==> config.mk <==
export PLATFORM = sky130hd
export DESIGN_NAME = multicycle_control_flat
export DESIGN_NICKNAME = d
export VERILOG_FILES = /design/src/rtl/multicycle_control_if.sv /design/src/rtl/multicycle_control.sv /design/src/flat_wrapper.sv
export SDC_FILE = /design/constraint.sdc
export NUM_CORES = 1
export LEC_CHECK = 0
export CORE_MARGIN = 8
export CORE_UTILIZATION = 43
export CTS_BUF_LIST = sky130_fd_sc_hd__clkbuf_4 sky130_fd_sc_hd__clkbuf_8
export DETAILED_ROUTE_END_ITERATION = 8
export GPL_TIMING_DRIVEN = 0
export PLACE_DENSITY = 0.74
export SYNTH_ARGS = -nofsm -noshare
export SYNTH_HDL_FRONTEND = slang
export SYNTH_SLANG_ARGS = --single-unit
==> constraint.sdc <==
create_clock -name i_clk -period 3.2 [get_ports i_clk]
set_clock_uncertainty 0.05 [all_clocks]
set_input_delay 0.64 -clock i_clk [delete_from_list [all_inputs] [get_ports i_clk]]
set_output_delay 0.64 -clock i_clk [all_outputs]
set_load 0.01 [all_outputs]
==> src/rtl/multicycle_control_if.sv <==
// Control bundle between the multi-cycle controller and the MIPS datapath/memory.
// The controller takes the master side; the datapath and memory take the slave side.
interface multicycle_control_if;
    logic [5:0] opcode;
    logic [5:0] funct;
    logic       mem_ready;
    logic       mem_req;
    logic       mem_we;
    logic       ir_we;
    logic       pc_we;
    logic       pc_we_cond;
    logic       branch_ne;
    logic [1:0] pc_src;
    logic       alu_src_a;
    logic [1:0] alu_src_b;
    logic [2:0] aluOP;
    logic       reg_we;
    logic [1:0] reg_dst;
    logic [1:0] wb_sel;
    logic       illegal;
    logic       bus_error;
    logic [3:0] state_o;

    modport master (
        input  opcode, funct, mem_ready,
        output mem_req, mem_we, ir_we, pc_we, pc_we_cond, branch_ne, pc_src,
               alu_src_a, alu_src_b, aluOP, reg_we, reg_dst, wb_sel,
               illegal, bus_error, state_o
    );

    modport slave (
        output opcode, funct, mem_ready,
        input  mem_req, mem_we, ir_we, pc_we, pc_we_cond, branch_ne, pc_src,
               alu_src_a, alu_src_b, aluOP, reg_we, reg_dst, wb_sel,
               illegal, bus_error, state_o
    );
endinterface

==> src/rtl/multicycle_control.sv <==
// Main control FSM of the multi-cycle MIPS core: sequences the shared ALU, memory
// port and register file, with a timeout on the memory handshake.
//
// state    | meaning
// FETCH    | read instruction at PC, PC <= PC+4 on mem_ready
// DECODE   | latch opcode/funct, precompute branch target
// EXEC_R   | ALU op on rs, rt
// EXEC_I   | ALU op on rs, immediate
// WB_R     | write ALU result to rd
// WB_I     | write ALU result (or li immediate) to rt
// MEM_ADDR | compute rs + offset
// MEM_RD   | load request, wait for mem_ready
// MEM_WR   | store request, wait for mem_ready
// WB_MEM   | write load data to rt
// BRANCH   | compare rs, rt; conditional PC write
// JUMP     | PC <= jump target (jal also links to $31)
// JR       | PC <= rs
module multicycle_control #(
    parameter int TO_W        = 4,
    parameter int MEM_TIMEOUT = 15
) (
    input  logic                 i_clk,
    input  logic                 i_rst,
    multicycle_control_if.master bus
);

    typedef enum logic [3:0] {
        S_FETCH    = 4'd0,
        S_DECODE   = 4'd1,
        S_EXEC_R   = 4'd2,
        S_EXEC_I   = 4'd3,
        S_WB_R     = 4'd4,
        S_WB_I     = 4'd5,
        S_MEM_ADDR = 4'd6,
        S_MEM_RD   = 4'd7,
        S_MEM_WR   = 4'd8,
        S_WB_MEM   = 4'd9,
        S_BRANCH   = 4'd10,
        S_JUMP     = 4'd11,
        S_JR       = 4'd12
    } state_t;

    typedef struct packed {
        logic       mem_req;
        logic       mem_we;
        logic       pc_we;
        logic       pc_we_cond;
        logic       branch_ne;
        logic [1:0] pc_src;
        logic       alu_src_a;
        logic [1:0] alu_src_b;
        logic [2:0] alu_op;
        logic       reg_we;
        logic [1:0] reg_dst;
        logic [1:0] wb_sel;
    } ctl_t;

    localparam logic [5:0] OP_RTYPE = 6'b000000;
    localparam logic [5:0] OP_J     = 6'b000010;
    localparam logic [5:0] OP_JAL   = 6'b000011;
    localparam logic [5:0] OP_BEQ   = 6'b000100;
    localparam logic [5:0] OP_BNE   = 6'b000101;
    localparam logic [5:0] OP_ADDI  = 6'b001000;
    localparam logic [5:0] OP_SLTI  = 6'b001010;
    localparam logic [5:0] OP_ANDI  = 6'b001100;
    localparam logic [5:0] OP_ORI   = 6'b001101;
    localparam logic [5:0] OP_LI    = 6'b010000;
    localparam logic [5:0] OP_LW    = 6'b100011;
    localparam logic [5:0] OP_SW    = 6'b101011;
    localparam logic [5:0] FN_JR    = 6'b001000;

    localparam logic [TO_W-1:0] TO_LIMIT = TO_W'(MEM_TIMEOUT);

    state_t          r_state;
    logic [5:0]      r_op;
    logic [5:0]      r_funct;
    logic [TO_W-1:0] r_to_cnt;
    ctl_t            r_ctl;

    state_t     w_next;
    logic [5:0] w_op_next;
    logic [5:0] w_funct_next;
    logic       w_wait;
    logic       w_timeout;
    logic       w_illegal;
    logic       w_ir_we;

    // Moore decode of the datapath controls for a state and its latched opcode.
    function automatic ctl_t decode_ctl(input state_t s, input logic [5:0] op);
        ctl_t c;
        c = '0;
        case (s)
            S_FETCH: begin
                c.mem_req   = 1'b1;
                c.alu_src_b = 2'b01;
                c.alu_op    = 3'b010;
            end
            S_DECODE: begin
                c.alu_src_b = 2'b10;
                c.alu_op    = 3'b010;
            end
            S_EXEC_R: c.alu_src_a = 1'b1;
            S_EXEC_I: begin
                c.alu_src_a = 1'b1;
                case (op)
                    OP_ORI:  begin c.alu_src_b = 2'b11; c.alu_op = 3'b001; end
                    OP_ANDI: begin c.alu_src_b = 2'b11; c.alu_op = 3'b110; end
                    OP_SLTI: begin c.alu_src_b = 2'b10; c.alu_op = 3'b111; end
                    OP_LI:   begin c.alu_src_b = 2'b10; c.alu_op = 3'b011; end
                    default: begin c.alu_src_b = 2'b10; c.alu_op = 3'b010; end
                endcase
            end
            S_WB_R: begin
                c.reg_we  = 1'b1;
                c.reg_dst = 2'b01;
            end
            S_WB_I: begin
                c.reg_we = 1'b1;
                c.wb_sel = (op == OP_LI) ? 2'b11 : 2'b00;
            end
            S_MEM_ADDR: begin
                c.alu_src_a = 1'b1;
                c.alu_src_b = 2'b10;
                c.alu_op    = 3'b010;
            end
            S_MEM_RD: c.mem_req = 1'b1;
            S_MEM_WR: begin
                c.mem_req = 1'b1;
                c.mem_we  = 1'b1;
            end
            S_WB_MEM: begin
                c.reg_we = 1'b1;
                c.wb_sel = 2'b01;
            end
            S_BRANCH: begin
                c.alu_src_a  = 1'b1;
                c.alu_op     = 3'b100;
                c.pc_we_cond = 1'b1;
                c.pc_src     = 2'b01;
                c.branch_ne  = (op == OP_BNE);
            end
            S_JUMP: begin
                c.pc_we  = 1'b1;
                c.pc_src = 2'b10;
                c.alu_op = 3'b101;
                if (op == OP_JAL) begin
                    c.reg_we  = 1'b1;
                    c.reg_dst = 2'b10;
                    c.wb_sel  = 2'b10;
                end
            end
            S_JR: begin
                c.pc_we  = 1'b1;
                c.pc_src = 2'b11;
            end
            default: c = '0;
        endcase
        return c;
    endfunction

    // A wait state only counts once its request is actually on the bus; this keeps
    // the post-reset FETCH cycle (outputs still zero) from consuming mem_ready.
    assign w_wait    = r_ctl.mem_req;
    assign w_timeout = w_wait && !bus.mem_ready && (r_to_cnt == TO_LIMIT);
    assign w_ir_we   = (r_state == S_FETCH) && w_wait && bus.mem_ready;

    always_comb begin
        w_next       = r_state;
        w_op_next    = r_op;
        w_funct_next = r_funct;
        w_illegal    = 1'b0;
        case (r_state)
            S_FETCH: begin
                if (w_wait && bus.mem_ready) w_next = S_DECODE;
                else if (w_timeout)          w_next = S_FETCH;
            end
            S_DECODE: begin
                w_op_next    = bus.opcode;
                w_funct_next = bus.funct;
                case (w_op_next)
                    OP_RTYPE:       w_next = (w_funct_next == FN_JR) ? S_JR : S_EXEC_R;
                    OP_LW, OP_SW:   w_next = S_MEM_ADDR;
                    OP_BEQ, OP_BNE: w_next = S_BRANCH;
                    OP_J, OP_JAL:   w_next = S_JUMP;
                    OP_ORI, OP_ADDI, OP_LI, OP_ANDI, OP_SLTI: w_next = S_EXEC_I;
                    default: begin
                        w_illegal = 1'b1;
                        w_next    = S_FETCH;
                    end
                endcase
            end
            S_EXEC_R:   w_next = S_WB_R;
            S_EXEC_I:   w_next = S_WB_I;
            S_MEM_ADDR: w_next = (r_op == OP_SW) ? S_MEM_WR : S_MEM_RD;
            S_MEM_RD: begin
                if (bus.mem_ready)  w_next = S_WB_MEM;
                else if (w_timeout) w_next = S_FETCH;
            end
            S_MEM_WR: begin
                if (bus.mem_ready || w_timeout) w_next = S_FETCH;
            end
            default:    w_next = S_FETCH;
        endcase
    end

    always_ff @(posedge i_clk) begin
        if (i_rst) begin
            r_state  <= S_FETCH;
            r_op     <= '0;
            r_funct  <= '0;
            r_to_cnt <= '0;
            r_ctl    <= '0;
        end else begin
            r_state <= w_next;
            r_op    <= w_op_next;
            r_funct <= w_funct_next;
            r_ctl   <= decode_ctl(w_next, w_op_next);
            if (w_wait && !bus.mem_ready && !w_timeout) r_to_cnt <= r_to_cnt + TO_W'(1);
            else                                        r_to_cnt <= '0;
        end
    end

    assign bus.mem_req    = r_ctl.mem_req;
    assign bus.mem_we     = r_ctl.mem_we;
    assign bus.ir_we      = w_ir_we;
    assign bus.pc_we      = r_ctl.pc_we | w_ir_we;
    assign bus.pc_we_cond = r_ctl.pc_we_cond;
    assign bus.branch_ne  = r_ctl.branch_ne;
    assign bus.pc_src     = r_ctl.pc_src;
    assign bus.alu_src_a  = r_ctl.alu_src_a;
    assign bus.alu_src_b  = r_ctl.alu_src_b;
    assign bus.aluOP      = r_ctl.alu_op;
    assign bus.reg_we     = r_ctl.reg_we;
    assign bus.reg_dst    = r_ctl.reg_dst;
    assign bus.wb_sel     = r_ctl.wb_sel;
    assign bus.illegal    = w_illegal;
    assign bus.bus_error  = w_timeout;
    assign bus.state_o    = r_state;

endmodule
==> src/flat_wrapper.sv <==
// flat-port wrapper written by rule: the top's interface ports become plain ports
module multicycle_control_flat 
#(
    parameter int TO_W        = 4,
    parameter int MEM_TIMEOUT = 15
)
  (i_clk, i_rst, bus_opcode, bus_funct, bus_mem_ready, bus_mem_req, bus_mem_we, bus_ir_we, bus_pc_we, bus_pc_we_cond, bus_branch_ne, bus_pc_src, bus_alu_src_a, bus_alu_src_b, bus_aluOP, bus_reg_we, bus_reg_dst, bus_wb_sel, bus_illegal, bus_bus_error, bus_state_o);
  multicycle_control_if bus_i ();
  input  logic i_clk;
  input  logic i_rst;
  input wire logic [$bits(bus_i.opcode)-1:0] bus_opcode;
  input wire logic [$bits(bus_i.funct)-1:0] bus_funct;
  input wire logic [$bits(bus_i.mem_ready)-1:0] bus_mem_ready;
  output wire logic [$bits(bus_i.mem_req)-1:0] bus_mem_req;
  output wire logic [$bits(bus_i.mem_we)-1:0] bus_mem_we;
  output wire logic [$bits(bus_i.ir_we)-1:0] bus_ir_we;
  output wire logic [$bits(bus_i.pc_we)-1:0] bus_pc_we;
  output wire logic [$bits(bus_i.pc_we_cond)-1:0] bus_pc_we_cond;
  output wire logic [$bits(bus_i.branch_ne)-1:0] bus_branch_ne;
  output wire logic [$bits(bus_i.pc_src)-1:0] bus_pc_src;
  output wire logic [$bits(bus_i.alu_src_a)-1:0] bus_alu_src_a;
  output wire logic [$bits(bus_i.alu_src_b)-1:0] bus_alu_src_b;
  output wire logic [$bits(bus_i.aluOP)-1:0] bus_aluOP;
  output wire logic [$bits(bus_i.reg_we)-1:0] bus_reg_we;
  output wire logic [$bits(bus_i.reg_dst)-1:0] bus_reg_dst;
  output wire logic [$bits(bus_i.wb_sel)-1:0] bus_wb_sel;
  output wire logic [$bits(bus_i.illegal)-1:0] bus_illegal;
  output wire logic [$bits(bus_i.bus_error)-1:0] bus_bus_error;
  output wire logic [$bits(bus_i.state_o)-1:0] bus_state_o;
  assign bus_i.opcode = bus_opcode;
  assign bus_i.funct = bus_funct;
  assign bus_i.mem_ready = bus_mem_ready;
  assign bus_mem_req = bus_i.mem_req;
  assign bus_mem_we = bus_i.mem_we;
  assign bus_ir_we = bus_i.ir_we;
  assign bus_pc_we = bus_i.pc_we;
  assign bus_pc_we_cond = bus_i.pc_we_cond;
  assign bus_branch_ne = bus_i.branch_ne;
  assign bus_pc_src = bus_i.pc_src;
  assign bus_alu_src_a = bus_i.alu_src_a;
  assign bus_alu_src_b = bus_i.alu_src_b;
  assign bus_aluOP = bus_i.aluOP;
  assign bus_reg_we = bus_i.reg_we;
  assign bus_reg_dst = bus_i.reg_dst;
  assign bus_wb_sel = bus_i.wb_sel;
  assign bus_illegal = bus_i.illegal;
  assign bus_bus_error = bus_i.bus_error;
  assign bus_state_o = bus_i.state_o;
  multicycle_control #(.TO_W(TO_W), .MEM_TIMEOUT(MEM_TIMEOUT)) u_core (.i_clk(i_clk), .i_rst(i_rst), .bus(bus_i));
endmodule
==> reports/qor.txt, run 1 <==
Cell count after synthesis = 209
HPWL after DPL = 3420 µm
Relative slew margins = 0.605
Initial Util = 0.442
LEAKAGE = 0.861 nW
Post-synthesis sequential area ratio = 0.356
Max_cap viols = 0
Dominant synthesized flop cell = dfxtp_1
Final Wtd Congestion = 0.936
Routed vias = 1,740
DRT antenna net count = 0
Cell family with most CP delay = buffers and inverters
Clk root buf = clkbuf_8
Die Span Y = 79.7 µm
Worst VDD drop = 0.278 mV
Crit path max fanout = 8
Number of post-CTS setup repair buffers = 0
# port buffers = 37
Worst setup SP type = primary input
Vias in the first global route = 1,632
Share of post-route cells with drive strength above 1 = 0.118
Max incr delay on CP = 0.59 ns
Kind of critical path = primary input to output pin
PwrDens = 405 nW/µm²
Num CTS Buffers = 5
DR pass1 iterations = 4
Clk sinks = 31
GRT Util Overall = 0.144
CP bufs+invs = 2
Mapped cell area = 1740 µm²
Ys Warns = 0
Max Slew Vio Count = 0
GRT Residual Overflow = 0
# nets final = 269
Starting DRT DRC Count = 188
# fillers = 376
DR WL/cell = 14.6 µm
# diodes = 0
Row count = 23
Synth Register Bits = 31
CTS Buffer Depth = 2
WP data required = 2.51 ns
Top-Level Pins = 40
Most frequent cells in the layout = 35 x clkdlybuf4s50_1, 31 x dfxtp_1, 23 x nor2_1, 15 x nand2_1, 14 x a21oi_1
Worst path most repeated cell = nand2b_1
Global-route wire length before repair = 7290 µm
Syn Nets = 225
Status = complete, no violations
Worst-path cell chain = dlygate4sd2_1, nand2b_1, a31o_2, nand2b_1, a21oi_1, nor3_1, clkdlybuf4s50_1
Clk slew on worst S/H paths = 0.06 ns
Die X = 79.7 µm
Post-Route WL = 4440 µm
Hold Fails Final Rpt = 0
Max H-tree Level = 2
FFs w/ async S/R, synth = 0
Initial antenna violation count = 0
DRC Markers = 0
Skew-Pair Late Insertion Delay = 0.28 ns
Largest net degree at the start of global routing = 11
Critical path's slowest cell = clkdlybuf4s50_1
Post-Place Cells = 296
Hold Path Class = flop to flop
Minimum clock period = 3.11 ns
CTS tree = done
Syn avg cell area = 8.35 µm²
Overall power = 0.000931 W
Die ar. = 6350 µm²
RSZ-0062 raised after global routing = no
Syn-to-layout area delta = 31.9%
Max Freq = 322 MHz
Distinct cells, synth = 58
Commonest non-fill, non-tap cell in the layout = clkdlybuf4s50_1
Post-synth EDFFs = 0
Fin crit share = 0.972
Crit end category = output pin
Core Box Area = 3940 µm²
Final hold slack = 0.402 ns
Fin cells = 304
DR vias/cell = 5.72
Final Setup Violations = 0
Worst-Margin Slew = 0.576 ns
WP data arrival = 2.42 ns
==> Yosys cell counts (4+ instances only) <==
cell type / count / area, µm²
nand3b_1: 4 / 30.0
a31oi_1: 5 / 31.3
and3_1: 4 / 25.0
nor2_1: 23 / 86.3
nor3_1: 10 / 50.1
nand2b_1: 4 / 25.0
inv_1: 8 / 30.0
dfxtp_1: 31 / 621
o21ai_0: 4 / 20.0
clkbuf_1: 5 / 18.8
mux2i_1: 4 / 40.0
a21oi_1: 14 / 70.1
nand2_1: 15 / 56.3
nand4_1: 6 / 37.5
nor2b_1: 8 / 50.1
or3_1: 4 / 25.0
==> worst register-to-register path: stages, from the launching register on <==
cell and delay (ns):
dfxtp_1 0.40, nor2b_1 0.28, nand4_1 0.22, a41oi_1 0.38, a21bo_1 0.33, nor2_1 0.27, inv_1 0.09, a2111oi_2 0.33
==> state kept, by name (all words and copies together), names as in the netlist <==
signal and cells:
u_core.r_to_cnt 4, u_core.bus.mem_req 1, u_core.bus.alu_src_b 2, u_core.bus.aluOP 3, u_core.bus.reg_dst 2, u_core.bus.wb_sel 2
u_core.bus.pc_src 2, u_core.bus.state_o 4, u_core.bus.branch_ne 1, u_core.bus.reg_we 1, u_core.r_op 6, u_core.bus.pc_we_cond 1
u_core.bus.mem_we 1, u_core.bus.alu_src_a 1
==> layout make-up <==
| class | instances | area, µm² | area share |
|---|---|---|---|
| multi-input cells | 159 | 1040 | 0.453 |
| flip-flops and latches | 31 | 621 | 0.270 |
| repair buffers | 37 | 368 | 0.160 |
| clock buffers | 6 | 82.6 | 0.0359 |
| well taps | 50 | 62.6 | 0.0272 |
| plain buffers | 11 | 60.1 | 0.0261 |
| clock inverters | 2 | 35.0 | 0.0152 |
| inverters | 8 | 30.0 | 0.0131 |
==> through the flow <==
stage / setup WS [ns] / setup TNS [ns] / util / instance area, µm²
2_1_floorplan: 0.728 / 0 / - / 1740
3_3_place_gp: -0.125 / -0.125 / 0.552 / 2180
3_5_place_dp: -0.161 / -0.161 / 0.552 / 2180
4_1_cts: 0.00221 / 0 / 0.583 / 2300
5_1_grt: 0.0330 / 0 / 0.584 / 2300
6_report: 0.0901 / 0 / 0.584 / 2300
==> cell families after synthesis <==
group	share of synthesized area
buf+inv	0.0502
mux	0.0230
xor+xnor	0.0201
fa+ha+maj	0.00717
simple gates	0.341
flops	0.356
compound gates	0.202
==> final timing paths <==
kind | startpoint | end | slack [ns] | cells past startpoint
hold reg to reg | u_core.r_to_cnt[0] | u_core.r_to_cnt[0] | 0.40 | 1
hold / removal | u_core.r_to_cnt[0] | u_core.r_to_cnt[0] | 0.40 | 1
setup reg to reg | u_core.r_op[3] | u_core.bus.alu_src_b[0] | 0.74 | 7
setup / recovery | bus_opcode[5] | bus_illegal | 0.09 | 7
==> where the power goes <==
| group | total [W] | switching [W] | internal (W) |
|---|---|---|---|
| combinational | 0.000133 | 0.0000718 | 0.0000611 |
| sequential | 0.000402 | 0.00000684 | 0.000395 |
| clock | 0.000396 | 0.000145 | 0.000252 |
==> routing by layer <==
| metal | track usage | routed length (µm) | vias to the layer above |
|---|---|---|---|
| met5 | 0 | 0 | - |
| met2 | 0.240 | 2140 | 60 |
| met4 | 0.0593 | 83 | 0 |
| met3 | 0.0450 | 364 | 11 |
| li1 | - | - | 856 |
| met1 | 0.166 | 1850 | 813 |
==> repair_timing <==
item	in CTS	in global routing
hold buffers	0	0
resized for setup	3	4
endpoints found under the hold margin	0	0
setup endpoints to repair	1	1
Note: power is estimated with default switching activity, not from simulation.
==> inputs of run 2 (changes only) <==
CAP_MARGIN = 20   (was default)
==> results of run 2 <==
No change in the layout: final DEF, timing and power equal those of run 1.
==> inputs of run 3 (changes only) <==
CTS_CLUSTER_SIZE = 25   (was default)
==> results of run 3 <==
No change in the layout: final DEF, timing and power equal those of run 1.
